$ cat src/rtl/tlm_if.sv
// tlm_if: lamp drives and controls into the monitor, decoded phase/fault status out.
interface tlm_if #(
  parameter int DWELL_W = 8
);
  logic grn1, ylw1, red1, grn2, ylw2, red2, fm, clr_flt;
  logic [2:0] phase;
  logic phase_stb;
  logic [DWELL_W-1:0] dwell;
  logic fault;
  logic [2:0] fault_code;
  modport master (
    output grn1, ylw1, red1, grn2, ylw2, red2, fm, clr_flt,
    input phase, phase_stb, dwell, fault, fault_code
  );
  modport slave (
    input grn1, ylw1, red1, grn2, ylw2, red2, fm, clr_flt,
    output phase, phase_stb, dwell, fault, fault_code
  );
endinterface

$ cat src/rtl/traffic_light_monitor.sv
// traffic_light_monitor: checks lamp patterns, phase sequencing and yellow length; TLM_FLASH_EN adds flash mode.
module traffic_light_monitor #(
  parameter int MIN_YLW = 3,
  parameter int DWELL_W = 8
) (
  input logic ck,
  input logic clrn,
  tlm_if.slave m
);
  typedef enum logic [1:0] {
    IDLE,
    TRACK,
`ifdef TLM_FLASH_EN
    FAULT,
    FLASH
`else
    FAULT
`endif
  } state_t;
  state_t st;
  logic [2:0] phase, code, p, c;
  logic stb, fault, mal, conf, chg, ok, short_y;
  logic [DWELL_W-1:0] dwell, dinc;
  logic [7:0] ycnt, yinc;
  always_comb begin
    mal = !($onehot({m.grn1, m.ylw1, m.red1}) && $onehot({m.grn2, m.ylw2, m.red2}));
    conf = !m.red1 && !m.red2;
    p = !m.red1 ? (m.grn1 ? 3'd0 : 3'd1) : !m.red2 ? (m.grn2 ? 3'd2 : 3'd3) : 3'd4;
    chg = p != phase;
    ok = (phase == 3'd0 && p == 3'd1) || (phase == 3'd1 && (p == 3'd2 || p == 3'd4)) ||
         (phase == 3'd2 && p == 3'd3) || (phase == 3'd3 && (p == 3'd0 || p == 3'd4)) ||
         (phase == 3'd4 && (p == 3'd0 || p == 3'd2));
    short_y = (phase == 3'd1 || phase == 3'd3) && ycnt < 8'(MIN_YLW);
    c = mal ? 3'd1 : conf ? 3'd2 : (chg && !ok) ? 3'd3 : (chg && short_y) ? 3'd4 : 3'd0;
    dinc = dwell + DWELL_W'(!(&dwell));
    yinc = ycnt + 8'(!(&ycnt));
  end
  // ycnt counts samples spent in the current phase; only consulted when leaving yellow
  always_ff @(posedge ck or negedge clrn) begin
    if (!clrn) begin
      st <= IDLE;
      phase <= 3'd7;
      stb <= 1'b0;
      dwell <= '0;
      fault <= 1'b0;
      code <= 3'd0;
      ycnt <= 8'd0;
    end else begin
      stb <= 1'b0;
`ifdef TLM_FLASH_EN
      if (m.fm && (st == IDLE || st == TRACK)) begin
        st <= FLASH;
        phase <= 3'd5;
        dwell <= '0;
      end else if (st == FLASH) begin
        if (!m.fm) begin
          st <= IDLE;
          phase <= 3'd7;
          dwell <= '0;
        end else dwell <= dinc;
      end else
`endif
      if (st == FAULT) begin
        if (m.clr_flt) begin
          if (mal || conf) code <= mal ? 3'd1 : 3'd2;
          else begin
            st <= IDLE;
            fault <= 1'b0;
            code <= 3'd0;
            dwell <= '0;
          end
        end
      end else if (st == IDLE) begin
        if (!mal && !conf) begin
          st <= TRACK;
          phase <= p;
          dwell <= '0;
          ycnt <= 8'd1;
        end
      end else if (c != 3'd0) begin
        st <= FAULT;
        fault <= 1'b1;
        code <= c;
        phase <= 3'd7;
      end else if (chg) begin
        phase <= p;
        stb <= 1'b1;
        dwell <= '0;
        ycnt <= 8'd1;
      end else begin
        dwell <= dinc;
        ycnt <= yinc;
      end
    end
  end
`ifndef TLM_FLASH_EN
  logic unused_fm;
  assign unused_fm = m.fm;
`endif
  assign m.phase = phase;
  assign m.phase_stb = stb;
  assign m.dwell = dwell;
  assign m.fault = fault;
  assign m.fault_code = code;
endmodule

$ cat src/flat_wrapper.sv
// flat-port wrapper written by rule: the top's interface ports become plain ports
module traffic_light_monitor_flat 
#(
  parameter int MIN_YLW = 3,
  parameter int DWELL_W = 8
)
  (ck, clrn, m_grn1, m_ylw1, m_red1, m_grn2, m_ylw2, m_red2, m_fm, m_clr_flt, m_phase, m_phase_stb, m_dwell, m_fault, m_fault_code);
  tlm_if #(.DWELL_W(DWELL_W)) m_i ();
  input logic ck;
  input logic clrn;
  input wire logic [$bits(m_i.grn1)-1:0] m_grn1;
  input wire logic [$bits(m_i.ylw1)-1:0] m_ylw1;
  input wire logic [$bits(m_i.red1)-1:0] m_red1;
  input wire logic [$bits(m_i.grn2)-1:0] m_grn2;
  input wire logic [$bits(m_i.ylw2)-1:0] m_ylw2;
  input wire logic [$bits(m_i.red2)-1:0] m_red2;
  input wire logic [$bits(m_i.fm)-1:0] m_fm;
  input wire logic [$bits(m_i.clr_flt)-1:0] m_clr_flt;
  output wire logic [$bits(m_i.phase)-1:0] m_phase;
  output wire logic [$bits(m_i.phase_stb)-1:0] m_phase_stb;
  output wire logic [$bits(m_i.dwell)-1:0] m_dwell;
  output wire logic [$bits(m_i.fault)-1:0] m_fault;
  output wire logic [$bits(m_i.fault_code)-1:0] m_fault_code;
  assign m_i.grn1 = m_grn1;
  assign m_i.ylw1 = m_ylw1;
  assign m_i.red1 = m_red1;
  assign m_i.grn2 = m_grn2;
  assign m_i.ylw2 = m_ylw2;
  assign m_i.red2 = m_red2;
  assign m_i.fm = m_fm;
  assign m_i.clr_flt = m_clr_flt;
  assign m_phase = m_i.phase;
  assign m_phase_stb = m_i.phase_stb;
  assign m_dwell = m_i.dwell;
  assign m_fault = m_i.fault;
  assign m_fault_code = m_i.fault_code;
  traffic_light_monitor #(.MIN_YLW(MIN_YLW), .DWELL_W(DWELL_W)) u_core (.ck(ck), .clrn(clrn), .m(m_i));
endmodule
$ cat config.mk
export PLATFORM = sky130hd
export DESIGN_NAME = traffic_light_monitor_flat
export DESIGN_NICKNAME = d
export VERILOG_FILES = /design/src/rtl/tlm_if.sv /design/src/rtl/traffic_light_monitor.sv /design/src/flat_wrapper.sv
export SDC_FILE = /design/constraint.sdc
export NUM_CORES = 1
export LEC_CHECK = 0
export BUFFER_PORTS_ARGS = -buffer_cell sky130_fd_sc_hd__buf_2
export CELL_PAD_IN_SITES_DETAIL_PLACEMENT = 0
export CELL_PAD_IN_SITES_GLOBAL_PLACEMENT = 1
export CORE_MARGIN = 5
export CORE_UTILIZATION = 44
export DETAILED_ROUTE_END_ITERATION = 7
export GPL_TIMING_DRIVEN = 1
export PLACE_DENSITY = 0.86
export SETUP_SLACK_MARGIN = 0.5
export SLEW_MARGIN = 0
export SYNTH_ARGS = -nofsm -noshare
export SYNTH_HDL_FRONTEND = slang
export SYNTH_SLANG_ARGS = --single-unit
$ cat constraint.sdc
create_clock -name ck -period 2.4 [get_ports ck]
set_clock_uncertainty 0.2 [all_clocks]
set_input_delay 0.24 -clock ck [delete_from_list [all_inputs] [get_ports ck]]
set_output_delay 0.24 -clock ck [all_outputs]
set_load 0.05 [all_outputs]
==> results.json <==
{
  "grt_pass1_vias": 1761,
  "power_density_nw_per_um2": 767,
  "setup_viol": 0,
  "ant_nets": 0,
  "slew_violations": 0,
  "startpoint_type": "register",
  "synth_top_cell_by_area": "dfrtp_1",
  "p_seq_share_pct": 29.7,
  "ir_drop_mv": 0.481,
  "switching_power_uw": 891,
  "via_per_inst": 5.72,
  "drt_iter0_drc": 106,
  "yosys-top-cells-count": "dfrtp_1 (23), nand2_1 (17), nor2_1 (14)",
  "die_h_um": 75.2,
  "power.leakage_uw": 0.00118,
  "synth_top_family_by_area": "simple AND/OR/NAND/NOR gates",
  "p_clk_share_pct": 18.1,
  "synth_edf_count": 0,
  "synth_cells": 198,
  "synth_area_um2": 1870,
  "cts-root-buf": "clkbuf_8",
  "setup_slack_ns": 0.156,
  "crit_arrival_ns": 2.21,
  "first_pass_iters": 4,
  "core_area_um2": 4060,
  "place_hpwl_um": 3400,
  "fin_area_um2": 2710,
  "synth-simple-area-share_pct": 28.7,
  "portBuffers": 24,
  "diodes": 0,
  "areaGrowthSynthToFinish_pct": 44.7,
  "ys_warn_count": 0,
  "io_pins": 26,
  "synth_most_common_cell": "dfrtp_1",
  "criticalPathCategory": "register to register",
  "num-fill-cells": 309,
  "cts_tree": "done",
  "grt_pass1_wl_um": 8140,
  "grt_max_degree": 27,
  "fin_crit_sh_pct": 93.5,
  "wl_per_cell_um": 16.6,
  "clkSlewWorstSetupHoldPaths_ns": 0.10,
  "cts_max_level": 1,
  "period_needed_ns": 2.24,
  "synth-adder-area-share_pct": 6.15,
  "cts_buffers": 3,
  "r2r_setup_slack_ns": 0.16,
  "status": "complete, no violations",
  "cts_max_path_buffers": 2,
  "hold_path.class": "input pin to register",
  "tightest_slew_ns": 0.613,
  "yosys.area_share.xor_xnor_pct": 0.935,
  "cp-end-kind": "register",
  "hold_viol": 0,
  "pre_cts_ws_ns": -0.102,
  "p_int_uw": 1190,
  "critPathMaxFanout": 5,
  "ys_async_sr_fraction_pct": 100,
  "synth.area.top_cells": "dfrtp_1 (31%), dfstp_2 (4.2%), ha_1 (4.0%)",
  "fmax_mhz": 446,
  "routed_wirelength_um": 5120,
  "numClockSinks": 26,
  "die_area_um2": 5660,
  "syn_area_per_cell_um2": 9.46,
  "relSlewSlack_pct": 59.2,
  "grt_overflow": 0,
  "swShare_pct": 42.9,
  "drc": 0,
  "ys_seq_area_share_pct": 34.9,
  "initial_core_util_pct": 46.2,
  "routabilityCongestion": 0.863,
  "syn_nets": 216,
  "rsz0062_at_grt": "true",
  "fin_hold_ws_ns": 0.181,
  "synth_compound_area_share_pct": 21.9,
  "synth.ff_latch_count": 26,
  "combinationalPowerShare_pct": 52.2,
  "final_nets": 277,
  "clkLatencyLatePin_ns": 0.28,
  "synth_top_area_share_pct": 30.7,
  "core.rowCount": 23,
  "grt_usage_pct": 18.3,
  "vias": 1761,
  "synthMuxAreaShare_pct": 2.27,
  "maxCapViolCount": 0,
  "ys.flop_type": "dfrtp_1",
  "antenna_found_initial": 0,
  "critPathRequiredTime_ns": 2.36,
  "yosysUniqueCellTypes": 59,
  "placed_area_um2": 2270,
  "utilization_pct": 66.8,
  "layout-drive-gt1-share_pct": 52.3,
  "fp.dieW_um": 75.2
}
kinds of logic after synthesis:
group                      Yosys count
AOI/OAI and AO/OA                   51
xor gates and xnor gates             2
adders and majority gates            8
buffers and inverters               19
DFF                                 26
muxes                                4
and+or+nand+nor                     88
final timing paths:
kind | from | endpoint | cells after the start
min | m_clr_flt | u_core.m.fault | 3
max in group asynchronous | clrn | u_core.m.dwell[5] | 2
min in group asynchronous | clrn | u_core.m.fault_code[1] | 2
max | u_core.m.phase[2] | u_core.m.dwell[5] | 8
max reg2reg | u_core.m.phase[2] | u_core.m.dwell[5] | 8
min reg2reg | u_core.m.fault_code[2] | u_core.m.fault_code[2] | 1
power by group through the flow:
stage                     Combinational [µW]  Clock [µW]  Sequential [µW]
after floorplan                          490           0              736
after global placement                   838           0              605
after detailed placement                 853           0              611
after CTS                                947         381              610
after global routing                    1160         395              630
final                                   1090         375              618
registers in the layout, summed over array words and instances (netlist names):
name,flops
u_core.m.fault,1
u_core.m.phase,3
u_core.m.dwell,8
u_core.m.fault_code,3
u_core.m.phase_stb,1
u_core.st,2
u_core.ycnt,8
layer usage:
metal  track usage (%)  part of all wire (%)  up-vias
li1                  -                     -      850
met1              23.9                    44      873
met2              32.7                    52       34
met3              2.00                   2.9        4
met4              3.69                  0.74        0
met5                 0                     0        -
repair_timing:
item	CTS	global route
gates resized for setup	22	35
pin swaps	28	19
setup endpoints to repair	26	26
hold buffers	1	0
endpoints found under the hold margin	23	0
buffers inserted	5	5
stage by stage:
step,TNS (ns),total power [µW],std cells
floorplan,0,1230,198
global placement,-0.225,1440,293
detailed placement,-0.712,1460,293
CTS,0,1940,303
global route,0,2180,308
finish,0,2080,308
layout by cell type, fill, tap and decap left out, drive strengths merged, types with 3 or more instances in the layout:
cell	synthesis	routed
a2bb2oi	3	3
inv	11	11
nand4	7	7
nor2b	3	3
nand3	12	12
ha	6	6
a21oi	12	12
dfstp	3	3
a21o	4	4
o21ai	13	13
o211ai	3	3
and3	5	5
clkbuf	2	3
nor2	16	16
a31oi	3	3
dfrtp	23	23
nand2	18	18
nor3	10	10
and4bb	3	3
or3	4	4
buf	6	63
critical path: stages (launching register included):
cell,delay (ns)
dfstp_2,0.59
buf_6,0.12
and2b_2,0.25
a32oi_4,0.27
a21boi_4,0.12
buf_4,0.16
o211ai_1,0.19
xor2_1,0.18
nor2_1,0.05
area by class of cell:
cell class / count / area, µm² / share of cell area (%)
well taps: 50 / 62.6 / 2.31
multi-input cells: 153 / 1410 / 52.0
repair buffers: 64 / 460 / 17.0
flip-flops and latches: 26 / 658 / 24.3
clock buffers: 3 / 41.3 / 1.52
inverters: 11 / 48.8 / 1.80
clock inverters: 1 / 30.0 / 1.11
Note: power is estimated with default switching activity, not from simulation.
